**src/rtl/fetch_stage.sv**
```systemverilog
// rtl/fetch_stage.sv - minuteCore instruction fetch: PC generation, imem handshake, PC/instr FIFO to decode
// Optional same-cycle bypass of the FIFO when FETCH_BYPASS_EN is defined.
module fetch_stage #(
    parameter int                ADDR_W   = 32,
    parameter int                INSTR_W  = 32,
    parameter logic [ADDR_W-1:0] RESET_PC = '0,
    parameter int                DEPTH    = 2
) (
    input  logic               clk,
    input  logic               reset,
    output logic [ADDR_W-1:0]  imem_rd_addr,
    output logic               imem_rd_enable,
    input  logic [INSTR_W-1:0] imem_rd_data,
    input  logic               imem_rd_ready,
    input  logic               redirect_valid,
    input  logic [ADDR_W-1:0]  redirect_pc,
    output logic               out_valid,
    output logic [INSTR_W-1:0] out_instr,
    output logic [ADDR_W-1:0]  out_pc,
    input  logic               out_ready
);
    localparam int PTR_W = (DEPTH > 1) ? $clog2(DEPTH) : 1;
    localparam int CNT_W = PTR_W + 1;

    logic [ADDR_W-1:0]  fetch_pc;
    logic [ADDR_W-1:0]  req_pc;
    logic [ADDR_W-1:0]  cur_addr;
    logic               inflight;
    logic               drop;
    logic [ADDR_W-1:0]  pc_mem    [DEPTH];
    logic [INSTR_W-1:0] instr_mem [DEPTH];
    logic [PTR_W-1:0]   rd_ptr;
    logic [PTR_W-1:0]   wr_ptr;
    logic [CNT_W-1:0]   count;
    logic [CNT_W-1:0]   count_after_pop;
    logic               fifo_pop;
    logic               complete;
    logic               issue;
    logic               accept;
    logic               push;

    // A new request is only issued when a FIFO slot is guaranteed for its response;
    // a held (in-flight) request already owns its slot.
    always_comb begin
        fifo_pop        = (count != '0) && out_ready;
        count_after_pop = count - CNT_W'(fifo_pop);
        cur_addr        = inflight ? req_pc : fetch_pc;
        imem_rd_addr    = cur_addr;
        imem_rd_enable  = !reset && (inflight || (count_after_pop < CNT_W'(DEPTH)));
        complete        = imem_rd_enable && imem_rd_ready;
        issue           = imem_rd_enable && !inflight;
        accept          = complete && !drop && !redirect_valid;
    end

`ifdef FETCH_BYPASS_EN
    logic bypass;

    always_comb begin
        bypass    = accept && (count == '0) && out_ready;
        push      = accept && !bypass;
        out_valid = (count != '0) || bypass;
        out_instr = bypass ? imem_rd_data : instr_mem[rd_ptr];
        out_pc    = bypass ? cur_addr : pc_mem[rd_ptr];
    end
`else
    always_comb begin
        push      = accept;
        out_valid = (count != '0);
        out_instr = instr_mem[rd_ptr];
        out_pc    = pc_mem[rd_ptr];
    end
`endif

    always_ff @(posedge clk or posedge reset) begin
        if (reset) begin
            fetch_pc <= RESET_PC;
            req_pc   <= RESET_PC;
            inflight <= 1'b0;
            drop     <= 1'b0;
            rd_ptr   <= '0;
            wr_ptr   <= '0;
            count    <= '0;
            for (int i = 0; i < DEPTH; i++) begin
                pc_mem[i]    <= '0;
                instr_mem[i] <= '0;
            end
        end else begin
            if (issue) begin
                req_pc <= fetch_pc;
            end
            inflight <= imem_rd_enable && !imem_rd_ready;

            // A request still outstanding across a redirect edge must finish, but its data is stale.
            if (complete) begin
                drop <= 1'b0;
            end else if (redirect_valid && imem_rd_enable) begin
                drop <= 1'b1;
            end

            if (redirect_valid) begin
                fetch_pc <= redirect_pc & ~ADDR_W'(3);
            end else if (issue) begin
                fetch_pc <= fetch_pc + ADDR_W'(4);
            end

            if (redirect_valid) begin
                rd_ptr <= '0;
                wr_ptr <= '0;
                count  <= '0;
            end else begin
                if (push) begin
                    pc_mem[wr_ptr]    <= cur_addr;
                    instr_mem[wr_ptr] <= imem_rd_data;
                    wr_ptr            <= wr_ptr + PTR_W'(1);
                end
                if (fifo_pop) begin
                    rd_ptr <= rd_ptr + PTR_W'(1);
                end
                count <= count + CNT_W'(push) - CNT_W'(fifo_pop);
            end
        end
    end
endmodule

```
**config.mk**
```make
export PLATFORM = sky130hd
export DESIGN_NAME = fetch_stage
export DESIGN_NICKNAME = d
export VERILOG_FILES = /design/src/rtl/fetch_stage.sv
export SDC_FILE = /design/constraint.sdc
export NUM_CORES = 1
export LEC_CHECK = 0
export BUFFER_PORTS_ARGS = -buffer_cell sky130_fd_sc_hd__buf_2
export CAP_MARGIN = 15
export CORE_MARGIN = 2
export CORE_UTILIZATION = 45
export DETAILED_ROUTE_END_ITERATION = 10
export GPL_ROUTABILITY_DRIVEN = 0
export MAX_ROUTING_LAYER = met4
export PLACE_DENSITY = 0.67
export SYNTH_ARGS = -nofsm -noshare
export SYNTH_HDL_FRONTEND = slang
export SYNTH_SLANG_ARGS = --single-unit
```
**constraint.sdc**
```tcl
create_clock -name clk -period 15.45 [get_ports clk]
set_clock_uncertainty 0.1 [all_clocks]
set_input_delay 2.3175 -clock clk [delete_from_list [all_inputs] [get_ports clk]]
set_output_delay 2.3175 -clock clk [all_outputs]
set_load 0.01 [all_outputs]
```
==> results.ini <==
[route]
post_drt_wl_per_cell_um=17.1
drt.antenna.violating_nets=0
first_pass_iters=4
drc_errors=0
drtIter0Drc=307
via_count=6082
totalWireLength_um=19300
viasPerCell=5.39

[setup_path]
crit_end=imem_rd_enable
rr_endpoint=instr_mem[55]
crit_arrival_ns=3.79
worstPathRequired_ns=13.03
path_class=in2out
startpoint_type=input pin
rrSetupSlack_ns=12.70
crit_path_start=reset
reg2reg_depth=5
regToRegStartpoint=drop
end_kind=output port
path_max_fanout=131

[clock_network]
cts_tree=yes
cts.repair.resized=0
hold_buffers=0
cts_num_sinks=190
clock_path_buffers=2
postCtsSetupRepairBufs=0
cts_root_buf=clkbuf_16
clkTransAtPathRegs_ns=0.07
cts-htree-levels=4
clock_latency_ns=0.43
cts_buffers=17

[floorplan]
io_pins=167
initial_utilization=0.462
core_um2=19700
dieArea_um2=21300
chipHeight_um=146
die_w_um=146
placementRows=51

[grt]
antenna_found_initial=1
grt_max_degree=132
grt_usage=0.193
grt_pass1_wl_um=32300
grt_overflow=0
grt_pass1_vias=6200

[timing]
max_freq_mhz=161
rsz0062_at_grt=no
worst_pin_slew_ns=0.987
hold_viol=0
min_period_ns=6.21
slew_violations=0
slew_headroom=0.339
fin_crit_sh=0.402
finalSetupViolCount=0
setup_tns_ns=0

[layout]
layout.nets=920
nFillCells=1718
final_cell_mix=mux2_2 (239), dfrtp_1 (189), buf_2 (160)
final_common_cell=mux2_2
area_growth_pct=17.8
final_core_util=0.544
drive_gt1_frac=0.523
multiInputGateArea_um2=4090
seqCellArea_um2=4760
design_area_um2=10700

[power_and_ir_drop]
irDropWorstVdd_mv=0.0912
combPwrFrac=0.331
p_int_mw=1.25
p_leak_nw=4.76
swShare=0.313
p_per_area_nw_per_um2=170
clockPowerShare=0.249
seqPwrFrac=0.420
p_switching_mw=0.569

[placement]
place_hpwl_um=12500
post_dp_cell_area_um2=10100
io_buffers=160

[synthesis]
yosys_warnings=0
synth-edff-count=0
ys_seq_area_frac=0.523
ys.flop_type=dfrtp_1
syn_avg_cell_area_um2=12.8
netlist_area_um2=9080
netlist-cell-type-count=52
synthCells=709
synthArstFlopShare=1.00
ys_ff_latch=190

[hold_path]
hold_class=reg2reg

[status]
status=finished clean

[job]
cap_viol_max_count=0

[cell usage after synthesis (3+ instances only)]
library cell,instances,area share
o21ai_0,22,0.012
and4_1,3,0.0029
buf_2,19,0.010
o31ai_1,8,0.0066
nor2_1,22,0.0091
ha_1,3,0.0041
nor2b_1,8,0.0055
nand2_1,30,0.012
buf_4,4,0.0033
nand4_1,15,0.010
clkbuf_1,14,0.0058
a31oi_1,13,0.0090
xnor2_1,5,0.0048
or3_1,5,0.0034
nor3b_1,3,0.0025
buf_1,9,0.0037
or4_1,11,0.0091
nor3_1,3,0.0017
a21oi_1,8,0.0044
a22o_1,3,0.0029
a2111oi_0,5,0.0048
dfrtp_1,190,0.52
nand3_1,17,0.0094
o211ai_1,5,0.0041
xor2_1,4,0.0039
mux2_2,239,0.30
inv_1,11,0.0045
[cells by family (layout without fill, tap and decap cells)]
kind of cell / count (synthesis) / in the layout / synth area share
buf+inv: 60 / 209 / 0.0302
other cells: 1 / 6 / 0.000413
simple gates: 130 / 130 / 0.0799
xor+xnor: 9 / 9 / 0.00868
fa+ha+maj: 3 / 3 / 0.00413
flops: 190 / 190 / 0.523
compound gates: 76 / 76 / 0.0558
mux: 240 / 240 / 0.297
[layer usage]
layer / GRT usage / wire [um] / vias up
met1: 0.256 / 9080 / 3038
met3: 0.0381 / 822 / 21
met5: - / 0 / -
met2: 0.301 / 9120 / 138
li1: - / - / 2885
met4: 0.0641 / 318 / 0
[critical path, cell delays in order]
cell	delay, ns
buf_2	0.16
inv_8	0.60
o31a_1	0.42
buf_2	0.20
[power groups by stage]
stage | clock, mW | combinational [mW] | sequential, mW
2_1_floorplan | 0 | 0.443 | 0.729
3_3_place_gp | 0 | 0.598 | 0.765
3_5_place_dp | 0 | 0.607 | 0.773
4_1_cts | 0.464 | 0.610 | 0.764
5_1_grt | 0.484 | 0.656 | 0.788
6_report | 0.451 | 0.602 | 0.763
[metrics by stage]
step           hold slack, ns  cells  power (mW)  setup slack (ns)
2_1_floorplan           0.374    712        1.17              6.15
3_3_place_gp            0.381   1092        1.36              9.23
3_5_place_dp            0.390   1092        1.38              9.22
4_1_cts                 0.406   1124        1.84              9.21
5_1_grt                 0.416   1127        1.93              9.06
6_report                0.402   1128        1.82              9.24
[area by class of cell]
cell class              count  share of cell area
clock inverters            15              0.0163
clock buffers              17              0.0398
flip-flops and latches    190               0.445
diodes                      2            0.000468
multi-input cells         462               0.383
well taps                 265              0.0310
repair buffers            166              0.0807
inverters                  11             0.00456
[sequential cells by signal (all words and copies together) (netlist names)]
name / flops
fetch_pc: 30
inflight: 1
pc_mem: 60
rd_ptr: 1
instr_mem: 64
count: 2
wr_ptr: 1
drop: 1
req_pc: 30
[worst min path at each step]
stage	start	to	slack, ns	cells past startpoint
2_1_floorplan	instr_mem[0]	instr_mem[0]	0.37	1
3_3_place_gp	instr_mem[9]	instr_mem[9]	0.38	1
3_5_place_dp	pc_mem[20]	pc_mem[20]	0.39	1
4_1_cts	pc_mem[20]	pc_mem[20]	0.41	1
5_1_grt	req_pc[7]	req_pc[7]	0.42	1
6_report	instr_mem[19]	instr_mem[19]	0.40	1
No activity file was read; power rests on OpenSTA's default activity.
